`src/rtl/toll_pkg.sv`:
```
// Shared constants and types for the toll condition generator.
// Calendar field widths, day encoding, rush-hour/late-night bounds, wrap limits.
package toll_pkg;

  localparam int unsigned DAY_W  = 3;
  localparam int unsigned HOUR_W = 5;
  localparam int unsigned MIN_W  = 6;

  localparam logic [DAY_W-1:0] MON = 3'd0;
  localparam logic [DAY_W-1:0] TUE = 3'd1;
  localparam logic [DAY_W-1:0] WED = 3'd2;
  localparam logic [DAY_W-1:0] THU = 3'd3;
  localparam logic [DAY_W-1:0] FRI = 3'd4;
  localparam logic [DAY_W-1:0] SAT = 3'd5;
  localparam logic [DAY_W-1:0] SUN = 3'd6;

  localparam logic [HOUR_W-1:0] RUSH_AM_LO = 5'd7;
  localparam logic [HOUR_W-1:0] RUSH_AM_HI = 5'd9;
  localparam logic [HOUR_W-1:0] RUSH_PM_LO = 5'd16;
  localparam logic [HOUR_W-1:0] RUSH_PM_HI = 5'd18;
  localparam logic [HOUR_W-1:0] NIGHT_LO   = 5'd22;
  localparam logic [HOUR_W-1:0] NIGHT_HI   = 5'd5;

  localparam logic [MIN_W-1:0]  MIN_MAX  = 6'd59;
  localparam logic [HOUR_W-1:0] HOUR_MAX = 5'd23;
  localparam logic [DAY_W-1:0]  DAY_MAX  = SUN;

  typedef struct packed {
    logic [DAY_W-1:0]  day;
    logic [HOUR_W-1:0] hour;
    logic [MIN_W-1:0]  min;
  } cal_t;

  // Rush-hour hour ranges; weekday qualification is applied by the caller.
  function automatic logic is_rush_hour(input logic [HOUR_W-1:0] h);
    return ((h >= RUSH_AM_LO) && (h <= RUSH_AM_HI)) ||
           ((h >= RUSH_PM_LO) && (h <= RUSH_PM_HI));
  endfunction

  function automatic logic is_late_night(input logic [HOUR_W-1:0] h);
    return (h >= NIGHT_LO) || (h <= NIGHT_HI);
  endfunction

endpackage

```
`src/rtl/toll_condition_gen_traffic_window.sv`:
```
// toll_traffic_window: counts cars per WINDOW_MIN-minute window and latches
// HT when a window closes.
// Ports: clk, rst (sync, active-high), tick (minute strobe), car (vehicle
// strobe), HT (registered high-traffic flag for the last completed window).
module toll_traffic_window #(
  parameter int unsigned HT_THRESH  = 20,
  parameter int unsigned WINDOW_MIN = 5,
  parameter int unsigned CNT_W      = 8
) (
  input  logic clk,
  input  logic rst,
  input  logic tick,
  input  logic car,
  output logic HT
);

  localparam int unsigned WIN_W = $clog2(WINDOW_MIN + 1);
  localparam int unsigned SUM_W = CNT_W + 1;

  logic [WIN_W-1:0] win_min_q, win_min_d;
  logic [CNT_W-1:0] car_cnt_q, car_cnt_d;
  logic             ht_q, ht_d;
  logic [SUM_W-1:0] sum_c;
  logic [CNT_W-1:0] cnt_sat_c;

  // One extra bit of headroom exposes the overflow used for saturation.
  assign sum_c     = {1'b0, car_cnt_q} + SUM_W'(car);
  assign cnt_sat_c = sum_c[CNT_W] ? {CNT_W{1'b1}} : sum_c[CNT_W-1:0];

  // Next-state: accumulate cars, close the window on its last tick.
  always_comb begin
    win_min_d = win_min_q;
    car_cnt_d = cnt_sat_c;
    ht_d      = ht_q;
    if (tick) begin
      if (win_min_q == WIN_W'(WINDOW_MIN - 1)) begin
        // A car on the closing tick belongs to the closing window.
        ht_d      = (sum_c >= SUM_W'(HT_THRESH));
        car_cnt_d = '0;
        win_min_d = '0;
      end else begin
        win_min_d = win_min_q + WIN_W'(1);
      end
    end
  end

  always_ff @(posedge clk) begin
    if (rst) begin
      win_min_q <= '0;
      car_cnt_q <= '0;
      ht_q      <= 1'b0;
    end else begin
      win_min_q <= win_min_d;
      car_cnt_q <= car_cnt_d;
      ht_q      <= ht_d;
    end
  end

  assign HT = ht_q;

endmodule

```
`src/rtl/toll_condition_gen.sv`:
```
// toll_condition_gen: minute/hour/day calendar with load checking, and the
// WD/RH/LN/HT condition bits feeding the toll rate classifier.
// Ports: clk, rst (sync, active-high), tick (minute strobe), car (vehicle
// strobe), load + load_day/hour/min (calendar preset), load_err (pulse on
// out-of-range load field), WD/RH/LN/HT (condition bits), day/hour/min
// (current calendar).
module toll_condition_gen
  import toll_pkg::*;
#(
  parameter int unsigned HT_THRESH  = 20,
  parameter int unsigned WINDOW_MIN = 5,
  parameter int unsigned CNT_W      = 8
) (
  input  logic              clk,
  input  logic              rst,
  input  logic              tick,
  input  logic              car,
  input  logic              load,
  input  logic [DAY_W-1:0]  load_day,
  input  logic [HOUR_W-1:0] load_hour,
  input  logic [MIN_W-1:0]  load_min,
  output logic              load_err,
  output logic              WD,
  output logic              RH,
  output logic              LN,
  output logic              HT,
  output logic [DAY_W-1:0]  day,
  output logic [HOUR_W-1:0] hour,
  output logic [MIN_W-1:0]  min
);

  cal_t cal_q, cal_d;
  logic err_q, err_d;
  logic wd_q, wd_d;
  logic rh_q, rh_d;
  logic ln_q, ln_d;
  logic day_ok_c, hour_ok_c, min_ok_c;
  logic win_tick_c;

  assign day_ok_c  = (load_day  <= DAY_MAX);
  assign hour_ok_c = (load_hour <= HOUR_MAX);
  assign min_ok_c  = (load_min  <= MIN_MAX);

  // Calendar next-state: load beats tick; each load field is checked alone.
  always_comb begin
    cal_d = cal_q;
    err_d = 1'b0;
    if (load) begin
      if (day_ok_c)  cal_d.day  = load_day;
      if (hour_ok_c) cal_d.hour = load_hour;
      if (min_ok_c)  cal_d.min  = load_min;
      err_d = ~(day_ok_c & hour_ok_c & min_ok_c);
    end else if (tick) begin
      if (cal_q.min == MIN_MAX) begin
        cal_d.min = '0;
        if (cal_q.hour == HOUR_MAX) begin
          cal_d.hour = '0;
          cal_d.day  = (cal_q.day == DAY_MAX) ? MON : cal_q.day + DAY_W'(1);
        end else begin
          cal_d.hour = cal_q.hour + HOUR_W'(1);
        end
      end else begin
        cal_d.min = cal_q.min + MIN_W'(1);
      end
    end
  end

  // Condition decode from the registered calendar; RH and LN hour ranges
  // do not overlap, so the error rate class can never be produced.
  always_comb begin
    wd_d = (cal_q.day <= FRI);
    rh_d = wd_d & is_rush_hour(cal_q.hour);
    ln_d = is_late_night(cal_q.hour);
  end

  always_ff @(posedge clk) begin
    if (rst) begin
      cal_q <= '0;
      err_q <= 1'b0;
      wd_q  <= 1'b0;
      rh_q  <= 1'b0;
      ln_q  <= 1'b0;
    end else begin
      cal_q <= cal_d;
      err_q <= err_d;
      wd_q  <= wd_d;
      rh_q  <= rh_d;
      ln_q  <= ln_d;
    end
  end

  // A tick swallowed by a load does not advance the traffic window either.
  assign win_tick_c = tick & ~load;

  toll_traffic_window #(
    .HT_THRESH (HT_THRESH),
    .WINDOW_MIN(WINDOW_MIN),
    .CNT_W     (CNT_W)
  ) u_window (
    .clk (clk),
    .rst (rst),
    .tick(win_tick_c),
    .car (car),
    .HT  (HT)
  );

  assign load_err = err_q;
  assign WD       = wd_q;
  assign RH       = rh_q;
  assign LN       = ln_q;
  assign day      = cal_q.day;
  assign hour     = cal_q.hour;
  assign min      = cal_q.min;

endmodule

```
`config.mk`:
```
export PLATFORM = sky130hd
export DESIGN_NAME = toll_condition_gen
export DESIGN_NICKNAME = d
export VERILOG_FILES = /design/src/rtl/toll_pkg.sv /design/src/rtl/toll_condition_gen_traffic_window.sv /design/src/rtl/toll_condition_gen.sv
export SDC_FILE = /design/constraint.sdc
export NUM_CORES = 1
export LEC_CHECK = 0
export CORE_ASPECT_RATIO = 0.75
export CORE_MARGIN = 3
export CORE_UTILIZATION = 45
export CTS_CLUSTER_DIAMETER = 150
export DETAILED_ROUTE_END_ITERATION = 10
export GPL_TIMING_DRIVEN = 1
export PLACE_DENSITY = 0.77
export RECOVER_POWER = 25
export SYNTH_ARGS = -nofsm -noshare
export SYNTH_HDL_FRONTEND = slang
export SYNTH_SLANG_ARGS = --single-unit
```
`constraint.sdc`:
```
create_clock -name clk -period 1.6 [get_ports clk]
set_input_delay 0.32 -clock clk [delete_from_list [all_inputs] [get_ports clk]]
set_output_delay 0.32 -clock clk [all_outputs]
set_load 0.005 [all_outputs]
```
==> flow_summary.ini <==
[worst_setup_path]
worstSetupEndpoint = day[0]
end_kind = primary output
crit_chain = clkdlybuf4s50_1
crit_cells = 1
reg2reg_depth = 5
path_buf_inv = 1
regToRegSetupSlack_ns = 0.08
crit_start = day[0]$_SDFFE_PP0P_
crit_arrival_ns = 1.25
crit_fanout = 7
slowest_stage = clkdlybuf4s50_1
critPathLaunchType = flop
r2r-end = day[0]$_SDFFE_PP0P_
path_class = reg -> out
cp.required_ns = 1.28
max_stage_delay_ns = 0.54
rr_startpoint = hour[0]$_SDFFE_PP0P_
crit_family = buffers and inverters

[sta]
fmax_mhz = 637.5
period_needed_ns = 1.569
post-route-period-util_pct = 98.04
tns_ns = 0
finalSetupViolations = 0
fin_skew_ns = 0.003055
finalHoldViolCount = 0
tightest_slew_ns = 0.3344
relSlewSlack_pct = 77.71
slew_violations = 0

[routing]
post_drt_wl_per_cell_um = 14.28
wl_um = 4656
dr.first_iter.drc_count = 130
via_count = 1765
vias_per_cell = 5.414
drc = 0
dr.pass1.iters = 4
antenna_left = 0

[global_route]
grt_pass1_vias = 1665
grt_usage_pct = 21.28
grt_pass1_wl_um = 7590
grt_max_degree = 16
gr-total-overflow = 0
antenna_found_initial = 0

[floorplan]
die_x_um = 76.59
start_util_pct = 49.12
dieHeight_um = 58.94
io_pins = 38
core_area_um2 = 3423
fp.dieArea_um2 = 4514
row_count = 18

[final_layout]
layoutNonFillerInstCount = 326
drive_gt1_share_pct = 25.00
diodes = 0
syn2layout_area_growth_pct = 53.05
layout.nets = 303

[placement]
numPortBuffers = 37
hpwl_um = 3413
dp.cells = 316
gp_congestion = 0.8312

[clocking]
htreeDepth = 2
hold_buffers = 0
cts_tree = built
cts_root_buf = clkbuf_8
cts_buffers = 5
numClockSinks = 30
clkSlewWorstSetupHoldPaths_ns = 0.06
insertion_delay_ns = 0.28
clk_path_buf_depth = 2

[synth]
syn_inst = 197
yosys_warnings = 0
synth_area_leaders = dfxtp_1, ha_1, a21oi_1
ys_seq_area_share_pct = 35.71
ys_ff_latch = 30
yosysTopAreaCellShare_pct = 35.71
synth_nets = 224
synth_area_um2 = 1682
async_flop_share_pct = 0
synth_edf_count = 0
yosysTopAreaCell = dfxtp_1
syn-mean-instance-area_um2 = 8.536
synth_cell_type_count = 47
ys.flop_type = dfxtp_1

[pwr]
powerDensity_nw_per_um2 = 706.2
p_total_w = 0.001818
leakage_nw = 1.040
ir_worst_vdd_mv = 0.5519

[worst_hold_path]
hold_path.class = reg -> reg

[flow_run]
drv_cap = 0

[run_status]
status = finished clean
## cell type report
type                    instances  area (um^2)
clock buffers                   7        76.32
fillers                       260        849.6
inverters                      11        41.29
multi-input cells             149         1069
flip-flops and latches         30        613.1
well taps                      50        62.56
repair buffers                 79        711.9
## through the flow
stage	hold slack, ns	setup WS [ns]	instance area [um^2]	util (%)
final	0.5278	0.03143	2574	75.18
after detailed placement	0.5321	-0.4258	2384	69.63
after global placement	0.5234	-0.3466	2384	69.63
after global routing	0.5659	-0.003570	2574	75.18
after CTS	0.5333	0.0003964	2531	73.94
after floorplan	0.4984	0.04742	1682	-
## repair_timing
item | 4_1_cts | 5_1_grt
endpoints found under the setup margin | 5 | 17
pin swaps | 4 | 0
buffers inserted | 2 | 1
resized for setup | 14 | 15
## state kept, by name, summed over array words and instances (netlist names)
name / cells
load_err: 1
LN: 1
u_window.car_cnt_q: 8
WD: 1
u_window.win_min_q: 3
hour: 5
RH: 1
min: 6
u_window.HT: 1
day: 3
## Yosys cell counts, drive strengths merged, types with 3 or more instances
cell type	n
a211oi	7
a21oi	20
a221oi	5
a31oi	4
buf	4
clkbuf	3
dfxtp	30
ha	8
inv	11
nand2	12
nand3	6
nand4	3
nor2	12
nor2b	10
nor3	7
o21a	4
o21ai	9
or2	3
xnor2	3
xor2	3
## where the power goes
part           internal [W]  switching, W
combinational      0.000239      0.000177
sequential         0.000791     0.0000382
clock              0.000299      0.000274
## kinds of logic (layout without fill, tap and decap cells)
family / after synthesis / in the layout / share of synthesized area [%]
mux: 2 / 2 / 1.191
flops: 30 / 30 / 35.71
xor+xnor: 6 / 6 / 3.126
buf+inv: 18 / 97 / 4.613
compound gates: 67 / 67 / 28.20
fa+ha+maj: 8 / 8 / 5.953
simple gates: 66 / 66 / 21.21
## layout by cell type (no fill, tap or decap), drive strengths merged, types with 3 or more instances in the layout
cell type and n:
o21a 4, inv 11, or2 3, nor2b 10, clkbuf 7, dfxtp 30, nand3 6, nor3 7
buf 42, ha 8, a211oi 7, a31oi 4, o21ai 9, dlymetal6s2s 3, a221oi 5, nand4 3
nor2 12, a21oi 20, clkdlybuf4s50 30, nand2 12, xnor2 3, xor2 3
## metal layers
layer	GRT usage (%)	wire length [um]
met1	27.75	2317
met2	33.42	2010
met3	8.257	300
met4	5.426	26
met5	0	0
## how the worst min path moves through the flow
stage	endpoint	cells after the start	startpoint	slack [ns]
CTS	day[1]$_SDFFE_PP0P_	2	day[1]$_SDFFE_PP0P_	0.53
global placement	min[5]$_SDFFE_PP0P_	2	min[5]$_SDFFE_PP0P_	0.52
global route	day[1]$_SDFFE_PP0P_	2	day[1]$_SDFFE_PP0P_	0.57
finish	day[2]$_SDFFE_PP0P_	2	day[2]$_SDFFE_PP0P_	0.53
floorplan	load_err$_SDFF_PP0_	2	load_day[1]	0.50
detailed placement	min[5]$_SDFFE_PP0P_	2	min[5]$_SDFFE_PP0P_	0.53
No activity file was read; power rests on OpenSTA's default activity.
